$ cat config.mk
export PLATFORM = sky130hd
export DESIGN_NAME = audio_sample_scheduler_flat
export DESIGN_NICKNAME = d
export VERILOG_FILES = /design/src/rtl/audio_sample_scheduler_if.sv /design/src/rtl/audio_sample_scheduler.sv /design/src/flat_wrapper.sv
export SDC_FILE = /design/constraint.sdc
export NUM_CORES = 1
export LEC_CHECK = 0
export BUFFER_PORTS_ARGS = -buffer_cell sky130_fd_sc_hd__buf_2
export CORE_MARGIN = 8
export CORE_UTILIZATION = 55
export CTS_BUF_LIST = sky130_fd_sc_hd__clkbuf_16
export DETAILED_ROUTE_END_ITERATION = 10
export PLACE_DENSITY = 0.89
export SLEW_MARGIN = 15
export SYNTH_ARGS = -nofsm -noshare
export SYNTH_HDL_FRONTEND = slang
export SYNTH_SLANG_ARGS = --single-unit
$ cat constraint.sdc
create_clock -name clk_i -period 5.3 [get_ports clk_i]
set_input_delay 0.53 -clock clk_i [delete_from_list [all_inputs] [get_ports clk_i]]
set_output_delay 0.53 -clock clk_i [all_outputs]
set_load 0.02 [all_outputs]
$ cat src/rtl/audio_sample_scheduler_if.sv
`default_nettype none
// ============================================================================
//  Module   : audio_sample_scheduler_if
//  Purpose  : Bundles the configuration, mixer and PCM output handshake
//             signals of the audio sample scheduler.
//  Modports : slave  - the scheduler itself
//             master - the surrounding system (or a testbench)
//  Signals  : enable_i, sample_div_i       sample-rate control
//             cfg_write_i/enable_i/gain_i  staged mixer configuration
//             cfg_pending_o                staged config not yet applied
//             wave_step_o                  oscillator advance pulse
//             mix_enable_o, mix_gain_o     active mixer configuration
//             mixed_wave_i                 mixer output
//             sample_o/valid_o/ready_i     PCM16 output handshake
//             overrun_o, overrun_clear_i   sticky overrun flag
//             busy_o                       sequence in progress
//  Revision : 1.0  initial release
// ============================================================================
interface audio_sample_scheduler_if #(
    parameter int DIV_WIDTH = 16
);
    logic                 enable_i;
    logic [DIV_WIDTH-1:0] sample_div_i;
    logic                 cfg_write_i;
    logic [3:0]           cfg_enable_i;
    logic [63:0]          cfg_gain_i;
    logic                 cfg_pending_o;
    logic                 wave_step_o;
    logic [3:0]           mix_enable_o;
    logic [63:0]          mix_gain_o;
    logic [15:0]          mixed_wave_i;
    logic [15:0]          sample_o;
    logic                 sample_valid_o;
    logic                 sample_ready_i;
    logic                 overrun_o;
    logic                 overrun_clear_i;
    logic                 busy_o;

    modport slave (
        input  enable_i, sample_div_i, cfg_write_i, cfg_enable_i, cfg_gain_i,
               mixed_wave_i, sample_ready_i, overrun_clear_i,
        output cfg_pending_o, wave_step_o, mix_enable_o, mix_gain_o,
               sample_o, sample_valid_o, overrun_o, busy_o
    );

    modport master (
        output enable_i, sample_div_i, cfg_write_i, cfg_enable_i, cfg_gain_i,
               mixed_wave_i, sample_ready_i, overrun_clear_i,
        input  cfg_pending_o, wave_step_o, mix_enable_o, mix_gain_o,
               sample_o, sample_valid_o, overrun_o, busy_o
    );
endinterface
`default_nettype wire

$ cat src/rtl/audio_sample_scheduler.sv
`default_nettype none
// ============================================================================
//  Module   : audio_sample_scheduler
//  Purpose  : Sample-rate sequencer for the audio mixer. Generates the
//             per-sample tick, pulses the oscillators, applies staged
//             enable/gain configuration only on sample boundaries, captures
//             the settled mixer output into a valid/ready register and flags
//             overruns.
//  Ports    : clk_i  - system clock
//             rst_i  - synchronous active-high reset
//             bus    - audio_sample_scheduler_if.slave (all other signals)
//  Revision : 1.0  initial release
// ============================================================================
module audio_sample_scheduler #(
    parameter int MIXER_LATENCY = 2,
    parameter int DIV_WIDTH     = 16
) (
    input  wire logic              clk_i,
    input  wire logic              rst_i,
    audio_sample_scheduler_if.slave bus
);

    localparam int SW = (MIXER_LATENCY > 1) ? $clog2(MIXER_LATENCY) : 1;
    localparam logic [SW-1:0] c_SETTLE_LAST = SW'(MIXER_LATENCY - 1);

    typedef enum logic [1:0] {
        S_IDLE    = 2'd0,
        S_STEP    = 2'd1,
        S_SETTLE  = 2'd2,
        S_CAPTURE = 2'd3
    } state_t;

    state_t               r_state;
    logic [SW-1:0]        r_settle_cnt;
    logic [DIV_WIDTH-1:0] r_div_cnt;

    logic [3:0]  r_stage_en;
    logic [63:0] r_stage_gain;
    logic        r_pending;
    logic        r_wave_step;
    logic [3:0]  r_mix_en;
    logic [63:0] r_mix_gain;
    logic [15:0] r_sample;
    logic        r_valid;
    logic        r_overrun;
    logic        r_busy;

    logic w_tick;
    logic w_accept;
    logic w_slot_free;
    logic w_apply;
    logic w_ovr_set;

    assign w_tick      = bus.enable_i && (r_div_cnt == '0);
    assign w_accept    = r_valid && bus.sample_ready_i;
    assign w_slot_free = !r_valid || w_accept;
    // Staged config reaches the mixer only between samples: on the tick that
    // starts a new sample, or immediately while the scheduler is stopped.
    assign w_apply     = (r_state == S_IDLE) && r_pending && (w_tick || !bus.enable_i);
    // A tick that lands mid-sequence is dropped; a capture with the output
    // slot still occupied loses its sample. Both are reported as overruns.
    assign w_ovr_set   = (w_tick && (r_state != S_IDLE)) ||
                         ((r_state == S_CAPTURE) && !w_slot_free);

    // Sample-period divider: held at the reload value while stopped so the
    // first tick after enabling arrives a full period later.
    always_ff @(posedge clk_i) begin
        if (rst_i) begin
            r_div_cnt <= '0;
        end else if (!bus.enable_i || (r_div_cnt == '0)) begin
            r_div_cnt <= bus.sample_div_i;
        end else begin
            r_div_cnt <= r_div_cnt - 1'b1;
        end
    end

    always_ff @(posedge clk_i) begin
        if (rst_i) begin
            r_state      <= S_IDLE;
            r_settle_cnt <= '0;
            r_stage_en   <= '0;
            r_stage_gain <= '0;
            r_pending    <= 1'b0;
            r_wave_step  <= 1'b0;
            r_mix_en     <= '0;
            r_mix_gain   <= '0;
            r_sample     <= '0;
            r_valid      <= 1'b0;
            r_overrun    <= 1'b0;
            r_busy       <= 1'b0;
        end else begin
            r_wave_step <= 1'b0;

            // A write coinciding with the apply edge stays pending: the apply
            // copies the old staging contents while the new ones are loaded.
            if (bus.cfg_write_i) begin
                r_stage_en   <= bus.cfg_enable_i;
                r_stage_gain <= bus.cfg_gain_i;
                r_pending    <= 1'b1;
            end else if (w_apply) begin
                r_pending    <= 1'b0;
            end

            if (w_apply) begin
                r_mix_en   <= r_stage_en;
                r_mix_gain <= r_stage_gain;
            end

            if (w_ovr_set) begin
                r_overrun <= 1'b1;
            end else if (bus.overrun_clear_i) begin
                r_overrun <= 1'b0;
            end

            if (w_accept) begin
                r_valid <= 1'b0;
            end

            case (r_state)
                S_IDLE: begin
                    if (w_tick) begin
                        r_state     <= S_STEP;
                        r_wave_step <= 1'b1;
                        r_busy      <= 1'b1;
                    end
                end
                S_STEP: begin
                    r_state      <= S_SETTLE;
                    r_settle_cnt <= c_SETTLE_LAST;
                end
                S_SETTLE: begin
                    if (r_settle_cnt == '0) begin
                        r_state <= S_CAPTURE;
                    end else begin
                        r_settle_cnt <= r_settle_cnt - 1'b1;
                    end
                end
                S_CAPTURE: begin
                    r_state <= S_IDLE;
                    r_busy  <= 1'b0;
                    if (w_slot_free) begin
                        r_sample <= bus.mixed_wave_i;
                        r_valid  <= 1'b1;
                    end
                end
                default: begin
                    r_state <= S_IDLE;
                    r_busy  <= 1'b0;
                end
            endcase
        end
    end

    assign bus.cfg_pending_o  = r_pending;
    assign bus.wave_step_o    = r_wave_step;
    assign bus.mix_enable_o   = r_mix_en;
    assign bus.mix_gain_o     = r_mix_gain;
    assign bus.sample_o       = r_sample;
    assign bus.sample_valid_o = r_valid;
    assign bus.overrun_o      = r_overrun;
    assign bus.busy_o         = r_busy;

endmodule
`default_nettype wire

$ cat src/flat_wrapper.sv
// flat-port wrapper written by rule: the top's interface ports become plain ports
module audio_sample_scheduler_flat 
#(
    parameter int MIXER_LATENCY = 2,
    parameter int DIV_WIDTH     = 16
)
  (clk_i, rst_i, bus_enable_i, bus_sample_div_i, bus_cfg_write_i, bus_cfg_enable_i, bus_cfg_gain_i, bus_mixed_wave_i, bus_sample_ready_i, bus_overrun_clear_i, bus_cfg_pending_o, bus_wave_step_o, bus_mix_enable_o, bus_mix_gain_o, bus_sample_o, bus_sample_valid_o, bus_overrun_o, bus_busy_o);
  audio_sample_scheduler_if #(.DIV_WIDTH(DIV_WIDTH)) bus_i ();
  input  wire logic clk_i;
  input  wire logic rst_i;
  input wire logic [$bits(bus_i.enable_i)-1:0] bus_enable_i;
  input wire logic [$bits(bus_i.sample_div_i)-1:0] bus_sample_div_i;
  input wire logic [$bits(bus_i.cfg_write_i)-1:0] bus_cfg_write_i;
  input wire logic [$bits(bus_i.cfg_enable_i)-1:0] bus_cfg_enable_i;
  input wire logic [$bits(bus_i.cfg_gain_i)-1:0] bus_cfg_gain_i;
  input wire logic [$bits(bus_i.mixed_wave_i)-1:0] bus_mixed_wave_i;
  input wire logic [$bits(bus_i.sample_ready_i)-1:0] bus_sample_ready_i;
  input wire logic [$bits(bus_i.overrun_clear_i)-1:0] bus_overrun_clear_i;
  output wire logic [$bits(bus_i.cfg_pending_o)-1:0] bus_cfg_pending_o;
  output wire logic [$bits(bus_i.wave_step_o)-1:0] bus_wave_step_o;
  output wire logic [$bits(bus_i.mix_enable_o)-1:0] bus_mix_enable_o;
  output wire logic [$bits(bus_i.mix_gain_o)-1:0] bus_mix_gain_o;
  output wire logic [$bits(bus_i.sample_o)-1:0] bus_sample_o;
  output wire logic [$bits(bus_i.sample_valid_o)-1:0] bus_sample_valid_o;
  output wire logic [$bits(bus_i.overrun_o)-1:0] bus_overrun_o;
  output wire logic [$bits(bus_i.busy_o)-1:0] bus_busy_o;
  assign bus_i.enable_i = bus_enable_i;
  assign bus_i.sample_div_i = bus_sample_div_i;
  assign bus_i.cfg_write_i = bus_cfg_write_i;
  assign bus_i.cfg_enable_i = bus_cfg_enable_i;
  assign bus_i.cfg_gain_i = bus_cfg_gain_i;
  assign bus_i.mixed_wave_i = bus_mixed_wave_i;
  assign bus_i.sample_ready_i = bus_sample_ready_i;
  assign bus_i.overrun_clear_i = bus_overrun_clear_i;
  assign bus_cfg_pending_o = bus_i.cfg_pending_o;
  assign bus_wave_step_o = bus_i.wave_step_o;
  assign bus_mix_enable_o = bus_i.mix_enable_o;
  assign bus_mix_gain_o = bus_i.mix_gain_o;
  assign bus_sample_o = bus_i.sample_o;
  assign bus_sample_valid_o = bus_i.sample_valid_o;
  assign bus_overrun_o = bus_i.overrun_o;
  assign bus_busy_o = bus_i.busy_o;
  audio_sample_scheduler #(.MIXER_LATENCY(MIXER_LATENCY), .DIV_WIDTH(DIV_WIDTH)) u_core (.clk_i(clk_i), .rst_i(rst_i), .bus(bus_i));
endmodule
# == After elaboration in Yosys (flattened, before gate mapping) ==
# Index checks and enable logic that the tools add are counted.
# totals
wordCells,61
regBits,176
output_inout_bits,89
in_bits,106
# op_classes
muxes,16
addsub,2
reduce_logical,24
eq_ne,5
bitwise,1
# ops
operator,count
zero test 16 bit,1
2-to-1 mux 16 bit,1
"subtractor 16 x 1 -> 16 bit, second input constant",1
2-to-1 mux 1 bit,10
nonzero test 2 bit,5
one-hot mux 2 bit (4 select lines),1
logical AND 1 bit,6
AND reduction 2 bit,3
"equality test 2 bit, second input constant",2
logical OR 1 bit,4
2-to-1 mux 2 bit,2
one-hot mux 1 bit (2 select lines),2
zero test 1 bit,3
"equality test 2 x 1 -> 1 bit, second input constant",1
zero test 2 bit,1
"!= test 2 x 1 -> 1 bit, second input constant",1
"!= test 2 bit, second input constant",1
OR reduction 2 bit,1
NOT 1 bit,1
"subtractor 1 bit, second input constant",1

# == Depth between registers and ports, before layout ==
# logic_depth
word_depth,6
ltp_mapped,10
depth_no_buf,6

# == Least setup slack after synthesis ==
# Ideal clock, no wire load.
# synth_timing
path_type,register to register
from,register u_core.r_div_cnt[0]
to,"register u_core.r_mix_gain[33], in the netlist u_core.bus.mix_gain_o[33]"
required_time_ns,5.228
synth_period_minus_slack_ns,1.986
arrival_ns,1.914
path_stages_with_launch,11
setup_ns,0.072
setup_slack_ns,3.314
path_buffers,4
cell_sequence,dfxtp_1 > inv_1 > ha_1 > buf_2 > nor3b_1 > nand4_4 > a21oi_1 > buf_4 > buf_8 > buf_12 > mux2i_1
# synth_via
elab_chain_cells,4
# synth_rtl
element,line,source
"start, declared",audio_sample_scheduler.sv:35,logic [DIV_WIDTH-1:0] r_div_cnt;
"start signal, assigned",audio_sample_scheduler.sv:71,r_div_cnt <= bus.sample_div_i;
"start signal, assigned",audio_sample_scheduler.sv:73,r_div_cnt <= r_div_cnt - 1'b1;
zero test 16 bit,audio_sample_scheduler.sv:54,assign w_tick = bus.enable_i && (r_div_cnt == '0);
logical AND 1 bit,audio_sample_scheduler.sv:54,
logical OR 1 bit,audio_sample_scheduler.sv:59,assign w_apply = (r_state == S_IDLE) && r_pending && (w_tick || !bus.enable_i);
logical AND 1 bit,audio_sample_scheduler.sv:59,
"end signal, assigned",audio_sample_scheduler.sv:106,r_mix_gain <= r_stage_gain;
"end, declared",audio_sample_scheduler.sv:42,logic [63:0] r_mix_gain;
# Every way passes these cells.
# A chain may end at the register's enable or synchronous reset.

# == Worst setup path after layout ==
# layout_timing
from,register u_core.r_div_cnt[0]
to,"register u_core.r_mix_gain[5], in the netlist u_core.bus.mix_gain_o[5]"
# The elaborated chain is that of the path after synthesis.

==> impl_results.md <==
* Synth top area cells: dfxtp_1 (51%), mux2i_1 (20%), nand2_1 (9.7%), nor2_1 (4.1%), a21oi_1 (2.4%)
* Critical Setup Path Class: reg2reg
* Routed wire per std cell at 15.63 um
* Vias per cell at 5.141
* Distinct cell type count after synthesis at 41
* Synthesis Warnings at 0
* Reg clk slew, reported paths at 70 ps
* Number of enable flip-flop cells after synthesis at 0
* CP Data Required Time at 5640 ps
* Final Max Tran Viols at 0
* I/O pin cnt at 195
* Most frequent cells in the layout: buf_2 (192), nand2_1 (178), dfxtp_1 (176)
* Initial DRC Count at 388
* Routability Congestion at 0.7721
* Clock Latency Late Sink at 420 ps
* Detailed Routing Iterations Pass 1 at 5
* Area post-placement at 7883 sq um
* Global-route wire length before repair at 27,380 um
* Setup crit end kind: register
* Post-Route Skew at 9.434 ps
* Worst-path cell chain: inv_1, ha_1, nor3b_1, nand4_4, a21oi_4, buf_12, mux2i_1
* Max-cap violations at 0
* Synth top area share at 51.10%
* Final setup viols at 0
* CTS root buf: clkbuf_16
* CTS tree: built
* Synth Flop Type: dfxtp_1
* Synth Area per Inst at 9.459 sq um
* Seq cells post-synth at 176
* Hpwl dp at 11,100 um
* Final worst-path cycle share at 60.09%
* RSZ-0062 raised after global routing: false
* ANT cells at 0
* P per Cell Area at 375.1 nW/um^2
* Post-synthesis instance area at 6895 sq um
* Total grt overflow at 0
* Die H at 128.0 um
* Mapped Nets at 840
* Status: complete, no violations
* Peak Freq at 314.0 MHz
* CTS H-tree lvls at 4
* CP Data Arrival Time at 3530 ps
* Final hold vios at 0
* CTS hold repair buffers at 0
* Number of global-route vias before repair at 5,693
* Detailed Route WL at 16,840 um
* Count of buffers from port buffering at 194
* Starting density of the core at 55.54%
* Vias at 5,537
* Final setup TNS at 0 ps
* Postcts setup bufs at 0
* Row Count at 41
* Nets@finish at 1,003
* Leading cell type in the layout, fill and taps excluded: buf_2
* Min-delay worst type: in2reg
* Startpoint types: register
* VDD IR max at 0.2491 mV
* Crit path max fanout at 46
* Slowest CP cell: a21oi_4
* Resize count post-CTS at 0
* DRC at 0
* Max_slew headroom at 23.75%
* Post-synthesis sequential area ratio at 51.10%
* P_leak at 3.827 nW
* Clock sink total at 176
* CTS max path bufs at 2
* CTS Buf Count at 17
* Die area at 16,380 sq um
* Largest net degree at the start of global routing at 106
* Synth area leader: dfxtp_1
* Post-synth ARST share at 0%
* Fill count at 966
* Crit-path max cell delay at 930 ps
* Die Wd at 128.0 um
* Cell area after layout at 8547 sq um
* Fin crit period at 3185 ps
* Syn Inst Count at 729
* Share of layout cells above drive strength 1 at 26.19%
* Initial antenna violation count at 0
* Area Growth Syn to Fin at 23.95%
* Core Region at 12,410 sq um
* Slew @ Worst Pin at 1144 ps
* Finished Core Util at 68.85%
* Post-route ant nets at 0
* GRT Overall Usage at 20.87%
[final timing paths]
check                                from                  endpoint  slack, ps  cells after the start
setup / recovery      u_core.r_div_cnt[0]  u_core.bus.mix_gain_o[5]       2120                      7
hold / removal       bus_mixed_wave_i[13]   u_core.bus.sample_o[13]        340                      3
setup reg to reg      u_core.r_div_cnt[0]  u_core.bus.mix_gain_o[5]       2120                      7
hold reg to reg   u_core.bus.sample_o[13]   u_core.bus.sample_o[13]        450                      2
[metal layers]
| metal | global-route usage (%) | share of wire, % | routed length, um | vias to the layer above |
|---|---|---|---|---|
| li1 | - | - | - | 2759 |
| met2 | 35.41 | 49 | 8323 | 171 |
| met1 | 23.26 | 41 | 6915 | 2584 |
| met4 | 7.273 | 1.7 | 289 | 0 |
| met3 | 8.278 | 7.8 | 1308 | 23 |
| met5 | 0 | 0 | 0 | - |
[cell usage after synthesis, types with 4 or more instances]
cell type,n
mux2i_1,137
buf_2,6
inv_1,6
nor2_1,76
nand4_1,5
buf_1,4
clkbuf_1,36
xor2_1,10
nand2_1,178
a211oi_1,13
buf_4,6
a21oi_1,33
ha_1,5
dfxtp_1,176
[where the power goes]
group / total (mW) / switching (mW) / internal (mW)
clock: 1.40 / 0.514 / 0.882
combinational: 0.377 / 0.215 / 0.162
sequential: 1.43 / 0.0444 / 1.39
[registers in the layout, indices dropped and copies added (netlist names)]
register and count:
u_core.bus.busy_o 1, u_core.bus.cfg_pending_o 1, u_core.bus.mix_enable_o 4, u_core.bus.mix_gain_o 64, u_core.bus.overrun_o 1, u_core.bus.sample_o 16
u_core.bus.sample_valid_o 1, u_core.bus.wave_step_o 1, u_core.r_div_cnt 16, u_core.r_settle_cnt 1, u_core.r_stage_en 4, u_core.r_stage_gain 64
u_core.r_state 2
[area by class of cell]
type	count	area (sq um)	share of cell area, %
well taps	172	215.2	2.518
repair buffers	198	1018	11.92
clock buffers	17	425.4	4.977
multi-input cells	492	3097	36.23
flip-flops and latches	176	3523	41.22
inverters	7	28.78	0.3367
clock inverters	15	239.0	2.796
[critical path, delay by kind of cell, from the launching register on]
kind | cells | cell delay [ps]
fa+ha+maj | 1 | 350
compound gates | 1 | 930
buf+inv | 2 | 460
mux | 1 | 270
flops | 1 | 320
simple gates | 2 | 720
[kinds of logic (layout without fill, tap and decap cells)]
family                   count (synthesis)  after routing  share of synthesized area [%]
AO/OA/AOI/OAI                           59             59                          5.389
XOR/XNOR                                11             11                          1.397
AND/OR/NAND/NOR                        280            280                          17.17
multiplexers                           137            137                          19.89
flip-flops                             176            176                          51.10
buffers and inverters                   61            237                          4.155
adder cells (fa/ha/maj)                  5              5                         0.9073
[through the flow]
stage | hold slack, ps | cells | total power, mW | setup slack [ps]
after floorplan | 437.4 | 729 | 1.735 | 3314
after global placement | 438.5 | 1045 | 1.822 | 2252
after detailed placement | 443.9 | 1045 | 1.833 | 2180
after CTS | 321.5 | 1077 | 3.224 | 2111
after global routing | 316.9 | 1077 | 3.334 | 1897
final | 341.9 | 1077 | 3.206 | 2115
Power figures use the tool's default switching activity.
